<file path="config.mk">
export PLATFORM = sky130hd
export DESIGN_NAME = mem_port_arbiter
export DESIGN_NICKNAME = d
export VERILOG_FILES = /design/src/rtl/mem_port_arbiter.sv
export SDC_FILE = /design/constraint.sdc
export NUM_CORES = 1
export LEC_CHECK = 0
export ABC_AREA = 1
export BUFFER_PORTS_ARGS = -buffer_cell sky130_fd_sc_hd__buf_2
export CAP_MARGIN = 40
export CORE_MARGIN = 10
export CORE_UTILIZATION = 47
export DETAILED_ROUTE_END_ITERATION = 16
export PLACE_DENSITY = 0.92
export SLEW_MARGIN = 20
export SYNTH_ARGS = -nofsm -noshare
export SYNTH_HDL_FRONTEND = slang
export SYNTH_SLANG_ARGS = --single-unit
export TNS_END_PERCENT = 20
</file>
<file path="constraint.sdc">
create_clock -name clk -period 2.66 [get_ports clk]
set_input_delay 0.399 -clock clk [delete_from_list [all_inputs] [get_ports clk]]
set_output_delay 0.399 -clock clk [all_outputs]
set_load 0.05 [all_outputs]
</file>
<file path="src/rtl/mem_port_arbiter.sv">
// Three-requester round-robin arbiter for a single-port memory. It grants whole
// bursts and forwards read data back to the requester that owns the port.
module mem_port_arbiter #(
  parameter int ADDR_W = 10,
  parameter int DATA_W = 8,
  parameter int LEN_W  = 6
) (
  input  logic                  clk,
  input  logic                  rst,
  input  logic [2:0]            req,
  input  logic [2:0]            wr,
  input  logic [3*ADDR_W-1:0]   reqAddr,
  input  logic [3*LEN_W-1:0]    reqLen,
  input  logic [3*DATA_W-1:0]   wData,
  input  logic [DATA_W-1:0]     memRData,
  output logic [ADDR_W-1:0]     memAddress,
  output logic                  memWe,
  output logic                  memRe,
  output logic [DATA_W-1:0]     memWData,
  output logic [2:0]            grant,
  output logic [2:0]            rdValid,
  output logic [DATA_W-1:0]     rdData,
  output logic [2:0]            done,
  output logic                  busy,
  output logic [1:0]            dbgState
);

  // Handshake: req is a level, sampled only in IDLE. Once granted, the owner
  // keeps grant until its done pulse, supplies wData live for each write beat,
  // and takes rdData whenever its rdValid bit is high. There is no back-pressure.

  localparam logic [1:0] S_IDLE  = 2'd0;
  localparam logic [1:0] S_BURST = 2'd1;
  localparam logic [1:0] S_DONE  = 2'd2;

  logic [1:0]        r_state;
  logic [1:0]        r_owner;
  logic [1:0]        r_last;
  logic [ADDR_W-1:0] r_base;
  logic [LEN_W-1:0]  r_lastBeat;
  logic [LEN_W-1:0]  r_beatCnt;
  logic              r_wr;
  logic              r_rdPend;

  logic [ADDR_W-1:0] w_addrArr [3];
  logic [LEN_W-1:0]  w_lenArr  [3];
  logic [DATA_W-1:0] w_wdArr   [3];
  logic [1:0]        w_c0;
  logic [1:0]        w_c1;
  logic [1:0]        w_c2;
  logic [1:0]        w_winner;
  logic              w_hit;
  logic [2:0]        w_ownerOh;
  logic [ADDR_W-1:0] w_beatAddr;
  logic              w_inBurst;
  logic              w_inDone;

  function automatic logic [1:0] next_idx(input logic [1:0] idx);
    return (idx == 2'd2) ? 2'd0 : idx + 2'd1;
  endfunction

  always_comb begin
    for (int i = 0; i < 3; i++) begin
      w_addrArr[i] = reqAddr[i*ADDR_W +: ADDR_W];
      w_lenArr[i]  = reqLen[i*LEN_W +: LEN_W];
      w_wdArr[i]   = wData[i*DATA_W +: DATA_W];
    end
  end

  // Search order starts just after the last served requester; later
  // assignments override earlier ones, so the first hit in order wins.
  always_comb begin
    w_c0     = next_idx(r_last);
    w_c1     = next_idx(w_c0);
    w_c2     = next_idx(w_c1);
    w_hit    = |req;
    w_winner = w_c0;
    if (req[w_c2]) w_winner = w_c2;
    if (req[w_c1]) w_winner = w_c1;
    if (req[w_c0]) w_winner = w_c0;
  end

  always_ff @(posedge clk or negedge rst) begin
    if (!rst) begin
      r_state    <= S_IDLE;
      r_owner    <= 2'd0;
      r_last     <= 2'd2;
      r_base     <= '0;
      r_lastBeat <= '0;
      r_beatCnt  <= '0;
      r_wr       <= 1'b0;
      r_rdPend   <= 1'b0;
    end else begin
      r_rdPend <= (r_state == S_BURST) && !r_wr;
      case (r_state)
        S_IDLE: begin
          if (w_hit) begin
            r_state   <= S_BURST;
            r_owner   <= w_winner;
            r_base    <= w_addrArr[w_winner];
            r_wr      <= wr[w_winner];
            r_beatCnt <= '0;
            // A zero length still moves one beat.
            r_lastBeat <= (w_lenArr[w_winner] == '0) ? '0
                                                     : w_lenArr[w_winner] - LEN_W'(1);
          end
        end
        S_BURST: begin
          r_beatCnt <= r_beatCnt + LEN_W'(1);
          if (r_beatCnt == r_lastBeat) r_state <= S_DONE;
        end
        S_DONE: begin
          r_last  <= r_owner;
          r_state <= S_IDLE;
        end
        default: r_state <= S_IDLE;
      endcase
    end
  end

  assign w_inBurst  = (r_state == S_BURST);
  assign w_inDone   = (r_state == S_DONE);
  assign w_ownerOh  = 3'b001 << r_owner;
  assign w_beatAddr = r_base + ADDR_W'(r_beatCnt);

  assign memAddress = w_inBurst ? w_beatAddr : '0;
  assign memWe      = w_inBurst && r_wr;
  assign memRe      = w_inBurst && !r_wr;
  assign memWData   = w_inBurst ? w_wdArr[r_owner] : '0;
  assign grant      = (w_inBurst || w_inDone) ? w_ownerOh : 3'b000;
  assign done       = w_inDone ? w_ownerOh : 3'b000;
  assign busy       = (r_state != S_IDLE);
  // Read data trails its address by one cycle, so the last one lands in DONE.
  assign rdValid    = r_rdPend ? w_ownerOh : 3'b000;
  assign rdData     = r_rdPend ? memRData : '0;
  assign dbgState   = r_state;

endmodule

</file>
After elaboration in Yosys (flattened, before gate mapping). Cells that the tools add are included.

Register bits: 30. Input bits: 88. Output and inout port bits: 40. Word-level logic and storage cells: 78.

$add $sub $neg: 6. Magnitude comparators: 6. Eq/ne operators: 8. Shift operators: 1. Mux-type cells: 35. Bitwise operators: 2. Reductions and logical operators: 12.

Operator list (count): $mux 8 (4); $mux 10 (3); $mux 6 (4); $bmux 10 s2 (1); $bmux 8 s2 (1); $mux 2 (8); $bmux 6 s2 (1); $lt 2x3->1 const B (4); $pmux 6 s2 (1); $add 10x6->10 (1); $mux 3 (3); $bmux 1 s2 (4); $eq 2x2->1 const B (4); $add 2x1->2 const B (3); $add 6x1->6 const B (1); $eq 6x6->1 (1); $ge 3x3->1 const B (2); $logic_not 6->1 (1); $not 2->3 (2); $reduce_and 2->1 (3); $sub 6x1->6 const B (1); $mux 1 (4); $pmux 2 s2 (1); $reduce_bool 2->1 (2); 9 further kinds (10).

Logic depth before layout (Yosys ltp). Gate-level depths: netlist of run 1.

Depth in word-level cells: 17. Mapped depth: 17. Depth with buffers taken out: 16.

Least setup slack after synthesis of run 1. No wires, ideal clock.

Path kind: flip-flop to output port. Start: register r_beatCnt[0]. End: output port memAddress[8]. Arrival time: 2.806 ns. Data required time: 2.261 ns. Slack: -0.545 ns. Cell stages (with the launch flop): 11. Path buffers: 0. Cells stage by stage: dfrtp_1 -> ha_1 -> fa_1 -> a21oi_1 -> nor2_1 -> nor2_1 -> o21bai_1 -> a21oi_1 -> nor2_1 -> and3_1 -> nor3_1.

Cells in the longest elaborated chain, start to end: 2.

Ends and longest elaborated chain: start, declared (RTL line 41) `logic [LEN_W-1:0] r_beatCnt;`; start signal, assigned (RTL line 109) `r_beatCnt <= r_beatCnt + LEN_W'(1);`; $add 10x6->10 (RTL line 124) `assign w_beatAddr = r_base + ADDR_W'(r_beatCnt);`; $mux 10 (RTL line 126) `assign memAddress = w_inBurst ? w_beatAddr : '0;`; end, declared (RTL line 16) `output logic [ADDR_W-1:0] memAddress,`.

Every way passes these cells.

Worst setup path in the final report of run 1.
Start: register r_base[0]. End: output port memAddress[8].

Cells in the longest elaborated chain, start to end: 2.

Ends and longest elaborated chain: start, declared (RTL line 39) `logic [ADDR_W-1:0] r_base;`; start signal, assigned (RTL line 100) `r_base <= w_addrArr[w_winner];`; $add 10x6->10 (RTL line 124); $mux 10 (RTL line 126).

Every way passes these cells.

==> results.cfg, run 1 <==
[detailed_routing]
firstDrtPassIters = 6
first_iter_violations = 229
post_drt_wl_per_cell_um = 14.7
wirelength_um = 8990
avgViaCountPerCell = 5.26
drc = 0
antenna_left = 0
vias = 3224

[logic_synthesis]
synthTopCellsByCount = nand2_1, inv_1, nand3_1, nor2_1, dfrtp_1
synth.most_common_cell = nand2_1
synth_flop_cell = dfrtp_1
synth_cells = 409
synth_seq_area_share_pct = 28.3
synth_top_area_share_pct = 27.3
ys_ff_latch = 30
yosysUniqueCellTypes = 37
yosys_warnings = 0
synth_top_cells_by_area = dfrtp_1, nand2_1, nand3_1
syn_nets = 509
synth_top_area_cell = dfrtp_1
avgSynthCellArea_um2 = 6.49
synthArstFlopShare_pct = 100
synth-edff-count = 0
syn_area_mm2 = 0.00265

[floorplanning]
die_y_um = 95.1
start_util_pct = 48.2
die_x_um = 95.1
die_area_mm2 = 0.00905
row_count = 27
core_area_mm2 = 0.00551
pin_count = 128

[setup_path]
reg2regPathDepth = 12
critPathMaxFanout = 3
crit_top_cell = nor2_1
cp-end-kind = primary output
max_stage_delay_ns = 0.38
crit_required_ns = 2.26
path_depth = 11
worstPathArrival_ns = 2.38
r2r_setup_slack_ns = 0.41
path_class = flop to primary output
critical_path_buf_inv_count = 1
startpoint_type = flop
slowest_stage = dfrtp_1
crit_family = adder cells
worstPathCellList = ha_2 -> fa_2 -> a21oi_2 -> nor2_1 -> nor2_1 -> o21bai_1 -> a21oi_2 -> nor2_1 -> and3_1 -> nor3_2 -> buf_6

[timing]
period_minus_slack_ns = 2.78
rsz0062_at_grt = yes
hold_violations = 0
tightestPinTransition_ns = 0.651
fmax_mhz = 360
maxSlewHeadroom_pct = 56.6
maxSlewViolCount = 0
fin_tns_setup_ns = -0.179
period_share_pct = 104
setup_ws_ns = -0.118
setup_viol = 2
fin_skew_ns = 0.00625

[placement]
portBuffers = 127
place_hpwl_um = 6990
gp_congestion = 0.895
preCtsSetupSlack_ns = -0.0223

[clocking]
htreeDepth = 2
cts_buffers = 5
insertion_delay_ns = 0.29
hold_buffers = 0
clk_pin_slew_worst_paths_ns = 0.07
numClockSinks = 30
cts_tree = yes
cts_root_buffer = clkbuf_8
cts_buffer_depth = 2

[layout]
nNetsFinal = 640
antenna_cells = 0
multi_input_area_mm2 = 0.00163
nFillCells = 498
regArea_um2 = 752
final_util_pct = 64.3
area_growth_pct = 33.5
drive_gt1_share_pct = 33.3

[pwr]
p_per_area_mw_per_mm2 = 1340
total_power_w = 0.00474
peakVddDrop_uv = 680
p_leak_nw = 2.04

[job]
drv_cap = 0

[grt]
grt_pass1_vias = 3205
grt_use_total_pct = 19.1
grt_max_degree = 31
grt_pass1_wl_um = 14200
grt-ovfl-total = 0
antenna_found_initial = 1

[worst_hold_path]
min_path_type = input pin to asynchronous set/reset pin

[status]
status = finished with violations
violations = negative setup slack
==> what timing repair did <==
item / in CTS / in global routing
hold endpoints to repair: 0 / 0
gates resized for setup: 12 / 5
pin swaps: 2 / 2
setup endpoints to repair: 4 / 5
buffers inserted: 2 / 0
==> cells by family after synthesis <==
logic type | Yosys count | synth area share, %
DFF | 30 | 28.3
buffers and inverters | 77 | 11.3
AOI/OAI and AO/OA | 68 | 15.1
adders and majority gates | 12 | 5.94
and+or+nand+nor | 221 | 39.0
xor gates and xnor gates | 1 | 0.330
==> power breakdown <==
part	total [W]	switching, W	internal (W)
Sequential	0.000898	0.000224	0.000674
Clock	0.000377	0.000169	0.000208
Combinational	0.00347	0.00242	0.00105
Total	0.00474	0.00281	0.00193
==> registers in the layout, summed over array words and instances, names as in the netlist <==
name / flops
r_wr: 1
r_rdPend: 1
r_beatCnt: 6
dbgState: 2
r_lastBeat: 6
r_base: 10
r_owner: 2
r_last: 2
==> per-layer routing <==
layer,vias up,part of all wire (%),GRT usage [%]
met5,-,0.20,0
met4,2,2.5,7.61
met3,24,9.4,5.89
met2,142,49,33.9
met1,1463,39,20.7
li1,1593,-,-
==> area by class of cell <==
class / instances / area share [%]
Timing Repair Buffer: 138 / 20.9
Inverter: 63 / 6.68
Sequential cell: 30 / 21.2
Multi-Input combinational cell: 302 / 46.0
Tap cell: 72 / 2.54
Clock buffer: 7 / 2.44
Clock inverter: 1 / 0.141
==> metrics by stage <==
step | hold WS (ns) | instance area (µm²) | cells
after floorplan | 0.103 | 2660 | 409
after global placement | 0.456 | 3390 | 603
after detailed placement | 0.462 | 3390 | 603
after CTS | 0.156 | 3530 | 613
after global routing | 0.182 | 3540 | 613
final | 0.133 | 3540 | 613
==> final timing paths <==
kind	from	endpoint
worst max-delay path	r_base[0]$_DFFE_PN0P_	memAddress[8]
worst min-delay path	rst	r_base[5]$_DFFE_PN0P_
worst max register to register	r_last[1]$_DFFE_PN1P_	r_base[6]$_DFFE_PN0P_
worst min register to register	r_lastBeat[2]$_DFFE_PN0P_	r_lastBeat[2]$_DFFE_PN0P_
max in group asynchronous	rst	dbgState[0]$_DFFE_PN0P_
min in group clk	wr[2]	r_wr$_DFFE_PN0P_
==> cells in the final DEF (no fill, tap or decap), types with 4 or more instances in the layout <==
cell type,count
nand3_1,54
or2_2,5
dfrtp_1,29
inv_1,59
nor2_1,38
clkbuf_8,6
a21oi_1,20
nand3b_1,5
nand2_2,6
ha_1,9
nor3_1,7
o21ai_0,26
buf_2,122
nor2_2,4
o211ai_1,6
buf_4,13
nand2_1,86
nand4_1,5
Power figures use the tool's default switching activity.
==> run 2: changes to the inputs <==
--- a/config.mk
+++ b/config.mk
@@ -10,7 +10,8 @@
 export CAP_MARGIN = 40
 export CORE_MARGIN = 10
-export CORE_UTILIZATION = 47
+export CORE_UTILIZATION = 51
+export CTS_BUF_LIST = sky130_fd_sc_hd__clkbuf_8 sky130_fd_sc_hd__clkbuf_16
 export DETAILED_ROUTE_END_ITERATION = 16
-export PLACE_DENSITY = 0.92
+export PLACE_DENSITY = 0.95
 export SLEW_MARGIN = 20
 export SYNTH_ARGS = -nofsm -noshare
==> constraint.sdc (replaced) <==
create_clock -name clk -period 3.6 [get_ports clk]
set_input_delay 0.18 -clock clk [delete_from_list [all_inputs] [get_ports clk]]
set_output_delay 0.18 -clock clk [all_outputs]
set_load 0.05 [all_outputs]
==> run 2 against run 1 <==
The flow now finishes without violations. Global-route usage is 1.2 points higher. Critical path depth stayed put. Hold slack better by 0.012 ns. Clock power is 33% lower. Largest power group unchanged. Utilization is 3.1 points higher. Sequential cell count stayed put. Register-to-register slack better by 0.77 ns. Final cell count is 1.6% lower. Largest cell class unchanged. Power is 29% lower. Via count stayed put. Sequential power is 25% lower.
==> results.cfg, run 2 (synthesis gave the netlist of run 1 again) <==
[setup_path]
path_class = flop to primary output
path_depth = 11
worstPathArrival_ns = 2.73
crit_family = adder cells
crit_top_cell = nor2_1
slowest_stage = dfrtp_1
r2r-start = r_last[1]$_DFFE_PN1P_
startpoint = r_beatCnt[0]$_DFFE_PN0P_
max_stage_delay_ns = 0.43
critPathMaxFanout = 5
worstPathCellList = ha_1 -> fa_1 -> a21oi_1 -> nor2_1 -> nor2_1 -> o21bai_1 -> a21oi_1 -> nor2_1 -> and3_1 -> nor3_1 -> buf_2
cp-end-kind = primary output
r2r_setup_slack_ns = 1.18
startpoint_type = flop
r2r_end = r_lastBeat[4]$_DFFE_PN0P_
crit_required_ns = 3.42
reg2regPathDepth = 16
crit_end = memAddress[8]
critical_path_buf_inv_count = 1

[clocking]
cts_buffer_depth = 2
clk_pin_slew_worst_paths_ns = 0.07
post_cts_buffers = 0
hold_buffers = 1
cts_tree = yes
cts_buffers = 5
cts_root_buffer = clkbuf_8
insertion_delay_ns = 0.29
htreeDepth = 2
numClockSinks = 30
cts_resized = 0

[detailed_routing]
wirelength_um = 8850
antenna_left = 0
first_iter_violations = 146
firstDrtPassIters = 5
post_drt_wl_per_cell_um = 14.7
drc = 0
vias = 3224
avgViaCountPerCell = 5.35

[grt]
use_met3_pct = 5.13
grt-busiest-layer = met2
grt_use_total_pct = 20.3
antenna_found_initial = 0
grt-ovfl-total = 0
grt.met1_usage_pct = 22.2
met2_usage_pct = 36.5
grt_pass1_wl_um = 14600
grt_pass1_vias = 3254
grt_max_degree = 31

[timing]
tightestPinTransition_ns = 0.681
setup_ws_ns = 0.695
rsz0062_at_grt = no
fmax_mhz = 344
whs_ns = 0.145
fin_skew_ns = 0.00862
fin_tns_setup_ns = 0
setup_viol = 0
maxSlewHeadroom_pct = 54.6
period_minus_slack_ns = 2.91
maxSlewViolCount = 0
period_share_pct = 80.7
hold_violations = 0

[floorplanning]
start_util_pct = 52.3
core_area_mm2 = 0.00507
die_area_mm2 = 0.00849
pin_count = 128
die_x_um = 92.1
die_y_um = 92.1
row_count = 26

[placement]
gp_congestion = 0.847
preCtsSetupSlack_ns = 1.03
portBuffers = 127
place_hpwl_um = 6910

[status]
status = finished, final reports clean

[pwr]
p_per_area_mw_per_mm2 = 979
p_leak_nw = 2.01
peakVddDrop_uv = 464

[layout]
nFillCells = 444
drive_gt1_share_pct = 30.2
regMostFlops = r_base
antenna_cells = 0
layout_commonest_cell = buf_2
multi_input_area_mm2 = 0.00160
regArea_um2 = 752
area_growth_pct = 28.9
final_cell_mix = buf_2, nand2_1, inv_1
largest_register_ff_count = 10
nNetsFinal = 632
top_regs = r_base (10), r_beatCnt (6), r_lastBeat (6)

[job]
drv_cap = 0

[worst_hold_path]
min_path_type = input pin to flop
-- run 2: cell types whose count changed in the layout (fill, tap and decap cells not counted), sizes merged --
cell         previous run  this run
clkinv                  3         2
buf                   138       129
dlygate4sd3             0         1
inv                    61        64
clkbuf                  7         5
-- run 2: final cells by class --
class	instances	share of cell area [%]
clock buffer	5	2.01
inverter	63	6.92
clock inverter	3	0.329
sequential	30	22.0
tap	70	2.56
multi-input combinational	302	46.9
timing repair buffer	130	19.3
-- run 2: worst min-delay path by stage --
| stage | from | end | slack, ns | cells after the start |
|---|---|---|---|---|
| after floorplan | rst | dbgState[0]$_DFFE_PN0P_ | -0.12 | 0 |
| after global placement | rst | r_base[4]$_DFFE_PN0P_ | 0.25 | 1 |
| after detailed placement | rst | r_base[3]$_DFFE_PN0P_ | 0.25 | 1 |
| after CTS | reqAddr[24] | r_base[4]$_DFFE_PN0P_ | 0.15 | 3 |
| after global routing | reqAddr[25] | r_base[5]$_DFFE_PN0P_ | 0.16 | 3 |
| final | reqAddr[24] | r_base[4]$_DFFE_PN0P_ | 0.15 | 3 |
-- run 2: report_power, final --
group / switching (W) / leakage (nW) / internal [W]
Clock: 0.000125 / 0.0519 / 0.000128
Combinational: 0.00174 / 1.59 / 0.000679
Sequential: 0.000172 / 0.368 / 0.000498
-- run 2: layer usage --
layer	up-vias	share of wire [%]
met5	-	0
met4	0	3.0
met3	26	8.4
met2	166	50
met1	1455	39
li1	1577	-
-- run 2: metrics by stage --
step | power [W] | utilization, % | area [µm²] | instances
after floorplan | 0.00252 | - | 2650 | 409
after global placement | 0.00300 | 65.6 | 3330 | 594
after detailed placement | 0.00307 | 65.6 | 3330 | 594
after CTS | 0.00335 | 67.4 | 3420 | 603
after global routing | 0.00364 | 67.4 | 3420 | 603
final | 0.00335 | 67.4 | 3420 | 603
-- run 2: worst min-delay path, delay by kind of cell --
kind	cells	cell delay (ns)
simple gates	1	0.06
compound gates	1	0.07
buf+inv	1	0.08
==> run 3: changes to the inputs <==
ABC_AREA = 0   (was 1)
CORE_UTILIZATION = 42   (was 51)
PLACE_DENSITY = 0.88   (was 0.95)
clock period = 2.47 ns   (was 3.6 ns; I/O delays follow)
==> run 3 against run 2 <==
The flow now finishes with violations (negative setup slack). Sequential power rose by 39%. Synthesized cell count fell by 22%. Die area rose by 13%. Clock power rose by 48%. Worst setup slack got worse by 0.72 ns. Hold slack got worse by 0.031 ns. Sequential share of layout area fell by 0.18 points. Final cell count fell by 13%. First-iteration DRC count rose by 18%. Synthesized area fell by 3.9%. Clock skew fell by 0.0047 ns. Utilization fell by 9.2 points.
==> results.cfg, run 3 <==
[timing]
fin_skew_ns = 0.00396
fmax_mhz = 401
period_share_pct = 101
whs_ns = 0.114
maxSlewViolCount = 0
setup_ws_ns = -0.0213
setup_viol = 1
hold_violations = 0
period_minus_slack_ns = 2.49
rsz0062_at_grt = yes
tightestPinTransition_ns = 0.694
maxSlewHeadroom_pct = 53.7

[layout]
regMostFlops = r_base
area_growth_pct = 35.2
nFillCells = 523
drive_gt1_share_pct = 36.7
largest_register_ff_count = 10
nNetsFinal = 549
stdcell_count = 524
layout_commonest_cell = buf_2
final_cell_mix = buf_2, nor2_1, nand2_1
regArea_um2 = 752
final_util_pct = 58.2
antenna_cells = 0
final_cell_area_mm2 = 0.00345
multi_input_area_mm2 = 0.00172
top_regs = r_base (10), r_beatCnt (6), r_lastBeat (6)

[logic_synthesis]
yosys.area_share.simple_pct = 22.1
synth-compound-area-share_pct = 21.1
synth_xor_area_share_pct = 6.18
synthArstFlopShare_pct = 100
synth.most_common_cell = nor2_1
yosys_warnings = 0
synthTopCellsByCount = nor2_1, a21oi_1, nand2_1, dfrtp_1
synth_top_area_cell = dfrtp_1
avgSynthCellArea_um2 = 8.02
synth_fa_ha_area_share_pct = 6.18
synth_cells = 318
muxShareOfSynthArea_pct = 10.1
synth_seq_area_share_pct = 29.5
synth_top_cells_by_area = dfrtp_1, mux2i_1, nor2_1
synth_top_family_by_area = simple AND/OR/NAND/NOR gates
ys_ff_latch = 30
yosysUniqueCellTypes = 42
synth_top_area_share_pct = 28.5
syn_nets = 418
syn_area_mm2 = 0.00255
synth_flop_cell = dfrtp_1
synth-edff-count = 0

[placement]
gp_congestion = 0.928
place_area_mm2 = 0.00330
portBuffers = 127
place_inst = 516
place_hpwl_um = 7020

[detailed_routing]
wirelength_um = 8560
first_iter_violations = 173
firstDrtPassIters = 5
vias = 2760
antenna_left = 0
post_drt_wl_per_cell_um = 16.3
drc = 0
avgViaCountPerCell = 5.27

[clocking]
cts_buffer_depth = 2
cts_tree = yes
cts_root_buffer = clkbuf_8
post_cts_buffers = 0
numClockSinks = 30
insertion_delay_ns = 0.29
clk_pin_slew_worst_paths_ns = 0.07
htreeDepth = 2
cts_buffers = 5

[setup_path]
critPathMaxFanout = 2
slowest_stage = dfrtp_1
max_stage_delay_ns = 0.40
r2r-start = r_last[1]$_DFFE_PN1P_
worstPathArrival_ns = 2.37
startpoint = r_beatCnt[0]$_DFFE_PN0P_
crit_required_ns = 2.35
cp-end-kind = primary output
worstPathCellList = ha_2 -> fa_2 -> a21o_1 -> a21oi_2 -> o21bai_1 -> a21oi_2 -> buf_4 -> xor2_1 -> nor2_1 -> buf_6
crit_family = compound AO/OA/AOI/OAI gates
startpoint_type = flop
path_class = flop to primary output
critical_path_buf_inv_count = 2
crit_top_cell = a21oi_2

[grt]
grt-ovfl-total = 0
grt_pass1_wl_um = 13400
grt_pass1_vias = 2814
antenna_found_initial = 0
grt_max_degree = 31
grt_use_total_pct = 16.6

[floorplanning]
die_x_um = 97.9
pin_count = 128
die_area_mm2 = 0.00959
start_util_pct = 43.1
row_count = 28
core_area_mm2 = 0.00592
die_y_um = 97.9

[pwr]
p_leak_nw = 1.82
p_per_area_mw_per_mm2 = 1260
peakVddDrop_uv = 849

[status]
status = finished with violations
violations = negative setup slack

[job]
drv_cap = 0

[worst_hold_path]
min_path_type = input pin to flop
hp-start = reqAddr[29]
-- run 3: changes by cell type in the layout (fill, tap and decap cells not counted), sizes merged, moves of 7 or more --
cell / previous run / this run
nand2: 94 / 34
inv: 64 / 11
nand3: 56 / 5
mux2i: 0 / 22
and2: 0 / 21
a21oi: 24 / 35
o21ai: 28 / 18
buf: 129 / 138
xnor2: 0 / 9
xor2: 1 / 9
nor3: 8 / 1
-- run 3: cells by family after synthesis --
kind of cell               after synthesis
and+or+nand+nor                        124
buffers and inverters                   28
adders and majority gates               12
AOI/OAI and AO/OA                       81
DFF                                     30
muxes                                   25
xor gates and xnor gates                18
-- run 3: routing by layer --
| layer | GRT usage (%) | vias up | share of wire (%) |
|---|---|---|---|
| met2 | 28.8 | 125 | 50 |
| met3 | 5.21 | 13 | 7.4 |
| met4 | 6.04 | 0 | 1.9 |
| li1 | - | 1349 | - |
| met1 | 18.7 | 1273 | 41 |
| met5 | 0 | - | 0 |
-- run 3: final timing paths --
| check | endpoint | slack [ns] | depth (start not counted) |
|---|---|---|---|
| min in group asynchronous | r_beatCnt[0]$_DFFE_PN0P_ | 0.44 | 2 |
| setup reg to reg | r_lastBeat[4]$_DFFE_PN0P_ | 0.22 | 8 |
| max in group asynchronous | r_beatCnt[4]$_DFFE_PN0P_ | 1.59 | 2 |
| setup / recovery | memAddress[6] | -0.02 | 10 |
| hold reg to reg | r_rdPend$_DFF_PN0_ | 0.49 | 1 |
| hold / removal | r_base[9]$_DFFE_PN0P_ | 0.11 | 3 |
-- run 3: worst register-to-register path, stage by stage, from the launching register on --
cell and delay, ns:
dfstp_2 0.57, inv_1 0.09, a32oi_4 0.25, buf_4 0.24
mux2_2 0.35, mux2i_1 0.26, nand3_1 0.12, nand4_1 0.13
a31oi_1 0.10
-- run 3: what timing repair did --
item / 4_1_cts / 5_1_grt
hold endpoints to repair: 29 / 0
pin swaps: 2 / 3
setup endpoints to repair: 4 / 5
hold buffers: 1 / 0
resized for setup: 11 / 6
-- run 3: per-stage QoR --
step	setup slack, ns	setup TNS, ns	total power, W
finish	-0.0213	-0.0213	0.00433
global route	-0.112	-0.216	0.00464
CTS	-0.0275	-0.0319	0.00431
detailed placement	0.0286	0	0.00388
global placement	0.148	0	0.00377
floorplan	-0.0614	-0.0614	0.00310
-- run 3: final cells by class --
cell class / instances / share of cell area (%)
multi-input cells: 260 / 49.8
clock buffers: 5 / 2.00
flip-flops and latches: 30 / 21.8
inverters: 12 / 1.31
clock inverters: 2 / 0.290
repair buffers: 140 / 22.0
well taps: 75 / 2.72
-- run 3: power by group --
part           total (W)  leakage [nW]  switching (W)  internal (W)
clock           0.000377        0.0438       0.000188      0.000189
sequential      0.000934         0.378       0.000224      0.000710
combinational    0.00302          1.39        0.00200       0.00102
